===== src/rtl/setup_ht_coeff.sv =====
// Streams the fixed 27-tap Hilbert-transform coefficient set, one per clock, then
// raises coeffSetFlag. Dropping enable returns to IDLE so that a later enable restarts at c[0].
module setup_ht_coeff #(
  parameter int LENGTH     = 27,
  parameter int DATA_WIDTH = 18
) (
  input  logic                         clock,
  input  logic                         reset_n,
  input  logic                         enable,
  output logic                         coeffSetFlag,
  output logic signed [DATA_WIDTH-1:0] coeffOut,
  output logic [1:0]                   o_state
);

  localparam int IW = $clog2(LENGTH + 1);
  localparam logic [IW-1:0] LEN_C = IW'(LENGTH);

  typedef enum logic [1:0] {
    IDLE = 2'd0,
    SEND = 2'd1,
    DONE = 2'd2
  } state_t;

  state_t                        r_state, w_state_nxt;
  logic [IW-1:0]                 r_idx, w_idx_nxt;
  logic signed [DATA_WIDTH-1:0]  r_coeff, w_coeff_nxt;
  logic                          r_flag, w_flag_nxt;

  // Antisymmetric table: c[26-i] = -c[i]. Every odd index and the centre tap are zero.
  function automatic logic signed [DATA_WIDTH-1:0] rom_lookup(input logic [IW-1:0] i);
    int v;
    v = 0;
    case (int'(i))
      0:  v = -25;
      2:  v = -51;
      4:  v = -100;
      6:  v = -181;
      8:  v = -321;
      10: v = -624;
      12: v = -2018;
      14: v = 2018;
      16: v = 624;
      18: v = 321;
      20: v = 181;
      22: v = 100;
      24: v = 51;
      26: v = 25;
      default: v = 0;
    endcase
    return DATA_WIDTH'(v);
  endfunction

  always_ff @(posedge clock or negedge reset_n) begin
    if (!reset_n) begin
      r_state <= IDLE;
      r_idx   <= '0;
      r_coeff <= '0;
      r_flag  <= 1'b0;
    end else begin
      r_state <= w_state_nxt;
      r_idx   <= w_idx_nxt;
      r_coeff <= w_coeff_nxt;
      r_flag  <= w_flag_nxt;
    end
  end

  always_comb begin
    w_state_nxt = r_state;
    w_idx_nxt   = r_idx;
    w_coeff_nxt = r_coeff;
    w_flag_nxt  = r_flag;
    case (r_state)
      IDLE: begin
        w_idx_nxt   = '0;
        w_coeff_nxt = '0;
        w_flag_nxt  = 1'b0;
        if (enable) begin
          w_coeff_nxt = rom_lookup('0);
          w_idx_nxt   = IW'(1);
          w_state_nxt = SEND;
        end
      end
      SEND: begin
        if (!enable) begin
          w_state_nxt = IDLE;
          w_idx_nxt   = '0;
          w_coeff_nxt = '0;
          w_flag_nxt  = 1'b0;
        end else if (r_idx < LEN_C) begin
          w_coeff_nxt = rom_lookup(r_idx);
          w_idx_nxt   = r_idx + IW'(1);
        end else begin
          w_coeff_nxt = '0;
          w_flag_nxt  = 1'b1;
          w_state_nxt = DONE;
        end
      end
      DONE: begin
        w_coeff_nxt = '0;
        if (!enable) begin
          w_state_nxt = IDLE;
          w_idx_nxt   = '0;
          w_flag_nxt  = 1'b0;
        end else begin
          w_flag_nxt  = 1'b1;
        end
      end
      default: begin
        w_state_nxt = IDLE;
        w_idx_nxt   = '0;
        w_coeff_nxt = '0;
        w_flag_nxt  = 1'b0;
      end
    endcase
  end

  assign coeffOut     = r_coeff;
  assign coeffSetFlag = r_flag;
  assign o_state      = r_state;

endmodule


===== config.mk =====
export PLATFORM = sky130hd
export DESIGN_NAME = setup_ht_coeff
export DESIGN_NICKNAME = d
export VERILOG_FILES = /design/src/rtl/setup_ht_coeff.sv
export SDC_FILE = /design/constraint.sdc
export NUM_CORES = 1
export LEC_CHECK = 0
export CAP_MARGIN = 20
export CORE_UTILIZATION = 25
export CTS_CLUSTER_DIAMETER = 60
export DETAILED_ROUTE_END_ITERATION = 7
export SYNTH_ARGS = -nofsm -noshare
export SYNTH_HDL_FRONTEND = slang
export SYNTH_SLANG_ARGS = --single-unit

===== constraint.sdc =====
create_clock -name clock -period 4.7 [get_ports clock]
set_clock_uncertainty 0.2 [all_clocks]
set_input_delay 1.41 -clock clock [delete_from_list [all_inputs] [get_ports clock]]
set_output_delay 1.41 -clock clock [all_outputs]
set_load 0.01 [all_outputs]

# --- Yosys cells after proc, flatten, opt, wreduce, memory -nomap -nowiden ---
# Memories as Yosys holds them, arrays and structs flattened.
# Cells that the tools add are included.
totals:
  register_bits: 26
  mem_bits_ro: 1024
  inputBits: 3
  out_inout_bits: 21
  word_cells: 34
  memories: 1
classes:
  add_sub_neg: 1
  order_cmp: 1
  eq_ne: 6
  mux: 18
  reduce_logical: 3
memory_table:
  columns: ["name", "depth", "word_bits", "rd", "rd_ports_with_merged_regs", "write_ports", "line", "source"]
  rows:
  - ["(name not given)", 32, 32, 1, 0, 0, "33", "case (int'(i))"]
ops:
  columns: ["operator", "count"]
  rows:
  - ["2-to-1 mux 18 bit", 3]
  - ["case mux 18 bit (2 select lines)", 1]
  - ["2-to-1 mux 5 bit", 3]
  - ["case mux 5 bit (3 select lines)", 1]
  - ["2-to-1 mux 2 bit", 4]
  - ["!= test 3 bit, second input constant", 2]
  - ["case mux 2 bit (3 select lines)", 1]
  - ["adder 5 x 1 -> 5 bit, second input constant", 1]
  - ["< comparator 5 bit, second input constant", 1]
  - ["2-to-1 mux 1 bit", 4]
  - ["!= test 2 bit, second input constant", 2]
  - ["AND reduction 3 bit", 1]
  - ["== test 2 x 1 -> 1 bit, second input constant", 1]
  - ["== test 2 bit, second input constant", 1]
  - ["logical NOT 2 bit", 1]
  - ["case mux 1 bit (2 select lines)", 1]
  - ["AND reduction 2 bit", 1]

# --- Depth between registers and ports, before layout ---
depth:
  word_depth: 4
  depth_mapped: 7

# --- Least setup slack after synthesis ---
# Ideal clock, no wire load.
synth_timing:
  path_type: "input to register"
  from: "in enable"
  to: "reg r_idx[2]"
  setup_time_ns: 0.132
  t_arrival_ns: 1.938
  required_ns: 4.368
  path_slack_ns: 2.430
  cell_stages: 4
  n_path_buf: 1
  path_cell_list: "and2_1 > buf_2 > o221ai_1 > o31ai_1"
synth_between:
  elab_chain_cells: 2
synth_lines:
  columns: ["item", "line", "source"]
  rows:
  - ["start: declaration", "9", "input logic enable,"]
  - ["2-to-1 mux 5 bit, or another cell as far along", "84", "if (!enable) begin"]
  - ["case mux 5 bit (3 select lines) / AND reduction 2 bit (equally long branches)", null, null]
  - ["end signal: assignment", "61", "r_idx <= w_idx_nxt;"]
  - ["end: declaration", "25", "logic [IW-1:0] r_idx, w_idx_nxt;"]
# Parallel ways exist; a longest one is shown, timed or not.
# A chain may end at the register's enable or synchronous reset.

# --- Worst setup path in the final report ---
layout_timing:
  from: "reg r_coeff[16] (netlist: coeffOut[16])"
  to: "out coeffOut[16]"
layout_rtl:
  columns: ["item", "line", "source"]
  rows:
  - ["start: declaration", "26", "logic signed [DATA_WIDTH-1:0] r_coeff, w_coeff_nxt;"]
  - ["start signal: assignment", "62", "r_coeff <= w_coeff_nxt;"]
  - ["end: declaration", "11", "output logic signed [DATA_WIDTH-1:0] coeffOut,"]
# No word-level cell between the ends.

==> flow_metrics.py <==
metrics = {
    "pwr": {
        "seqPwrFrac": 0.336,
        "intPower_w": 0.000505,
        "power_w": 0.000765,
        "p_clk_frac": 0.227,
        "vdd_drop_max_v": 0.000218,
        "combPwrFrac": 0.437,
        "p_per_area_mw_per_mm2": 501,
        "power_switching_share": 0.340,
        "p_sw_w": 0.000260,
        "p_leak_nw": 0.605,
    },
    "flow_run": {
        "drv_cap": 0,
    },
    "synth": {
        "yosysSeqAreaShare": 0.407,
        "postSynthCellCount": 138,
        "async_flop_share": 1.00,
        "synth_nets": 147,
        "synth_ff_type": "dfrtp_1",
        "synth_area_mm2": 0.00123,
        "synth_edf_count": 0,
        "syn_avg_cell_area_um2": 8.92,
        "ys_seq_elements": 20,
        "ys_types": 35,
        "yosys_warnings": 0,
    },
    "placement": {
        "gp_congestion": 0.833,
        "dpl.cell_count": 214,
        "place_area_mm2": 0.00146,
        "port_buffers": 23,
        "dp.final_hpwl_mm": 1.90,
    },
    "timing": {
        "hold_slack_ns": 0.369,
        "period_share": 0.608,
        "setup_viol": 0,
        "worst_pin_slew_ns": 0.902,
        "finalCriticalPeriod_ns": 2.86,
        "rsz0062_at_grt": "no",
        "setup-tns-final_ns": 0,
        "max_freq_mhz": 350,
        "drv_slew": 0,
        "hold_viol": 0,
        "max-slew-margin-rel": 0.397,
    },
    "run_status": {
        "status": "finished, final reports clean",
    },
    "setup_path": {
        "endpoint_kind": "output pin",
        "cpLargestDelayFamily": "buffers and inverters",
        "crit_fanout": 7,
        "arrival_ns": 1.25,
        "path_class": "flop to output pin",
        "cp.required_ns": 3.09,
        "slowest_stage": "clkdlybuf4s50_1",
        "r2r_slack_ns": 2.60,
        "cpPeakStageDelay_ns": 0.56,
        "path_cells": "clkdlybuf4s50_1",
        "worst-path-buf-inv": 1,
        "start_kind": "flop",
    },
    "routing": {
        "drt-initial-drc-count": 60,
        "wl_mm": 2.70,
        "vias": 1036,
        "ant_nets": 0,
        "wl_per_cell_um": 12.4,
        "post-route-drc-count": 0,
        "viasPerCell": 4.75,
        "drtPass1Iterations": 4,
    },
    "global_route": {
        "antenna_found_initial": 0,
        "track_usage": 0.114,
        "first_global_vias": 983,
        "grt_pass1_wl_mm": 4.67,
        "grt-ovfl-total": 0,
        "grt_max_degree": 23,
    },
    "floorplanning": {
        "die_w_um": 72.2,
        "dieArea_mm2": 0.00521,
        "core_area_mm2": 0.00472,
        "die_y_um": 72.2,
        "start_util": 0.261,
        "rows": 25,
        "io-pin-count": 24,
    },
    "cells_and_area": {
        "syn_to_final_growth_pct": 24.1,
        "layout_common_cells": "23 x clkdlybuf4s50_1, 20 x dfrtp_1, 13 x a21oi_1",
        "antenna_cells": 0,
        "final_cells": 218,
        "nets": 161,
        "drive_gt1_frac": 0.0795,
        "stdcell_area_mm2": 0.00153,
        "layout_commonest_cell": "clkdlybuf4s50_1",
    },
    "clocking": {
        "clock_latency_ns": 0.26,
        "postCtsHoldBufs": 0,
        "cts_root_buf": "clkbuf_8",
        "cts_buffers": 3,
        "post_cts_resized": 0,
        "post-cts-setup-buffers": 0,
        "htreeDepth": 1,
        "clock-sinks": 20,
        "clk_pin_slew_ns": 0.08,
        "cts_tree": "yes",
        "clockBufferDepth": 2,
    },
    "min_path": {
        "hold_path.class": "flop to flop",
    },
}
## layout make-up
cell class / instances / area [µm²]
Clock buffer: 3 / 41.3
Clock inverter: 1 / 30.0
Fill cell: 511 / 3200
Inverter: 8 / 30.0
Multi-Input combinational cell: 96 / 612
Sequential cell: 20 / 500
Tap cell: 67 / 83.8
Timing Repair Buffer: 23 / 230
## power groups by stage
stage          Clock (W)  Sequential (W)  Combinational (W)
3_5_place_dp           0        0.000262           0.000335
6_report        0.000174        0.000257           0.000334
2_1_floorplan          0        0.000273           0.000188
5_1_grt         0.000187        0.000264           0.000369
3_3_place_gp           0        0.000263           0.000335
4_1_cts         0.000179        0.000259           0.000335
## layer usage
layer,GRT usage,wire [µm],share of wire,vias up
met5,0,0,0,-
met4,0.0153,8,0.0030,0
met3,0.0333,102,0.038,2
met2,0.178,1270,0.47,26
met1,0.160,1320,0.49,491
li1,-,-,-,517
## logic make-up (layout without fill, tap and decap cells)
family                   count (synthesis)  in the layout  synth area share
adder cells (fa/ha/maj)                  6              6            0.0610
AND/OR/NAND/NOR                         41             41             0.166
buffers and inverters                   22             35            0.0965
AO/OA/AOI/OAI                           47             47             0.253
flip-flops                              20             20             0.407
multiplexers                             2              2            0.0173
## final timing paths
kind | from | end | cells after the start
worst min-delay path | coeffSetFlag | coeffSetFlag | 2
worst max-delay path | coeffOut[16] | coeffOut[16] | 1
worst max register to register | r_idx[0] | coeffOut[0] | 6
min in group asynchronous | reset_n | coeffOut[10] | 1
max in group asynchronous | reset_n | coeffOut[7] | 1
worst min register to register | coeffSetFlag | coeffSetFlag | 2
## synth_stat cells, types with 3 or more instances
cell type	number	area [µm²]
dfrtp_1	20	500
a31oi_1	3	18.8
inv_1	6	22.5
nand3_1	7	35.0
nand2_1	11	41.3
buf_4	8	60.1
nor2_1	7	26.3
o21ai_0	10	50.1
o21ai_1	3	15.0
ha_1	6	75.1
nor2b_1	5	31.3
buf_2	5	25.0
a21oi_1	13	65.1
o31ai_1	4	30.0
## stage by stage
step / setup slack (ns) / util
after detailed placement: 1.70 / 0.308
after global routing: 1.75 / 0.323
after floorplan: 2.43 / -
after CTS: 1.82 / 0.323
after global placement: 1.72 / 0.308
final: 1.84 / 0.323
## state kept, by name (all words and copies together), names as in the netlist
signal / count
coeffSetFlag: 1
coeffOut: 12
o_state: 2
r_idx: 5
No activity file was read; power rests on OpenSTA's default activity.
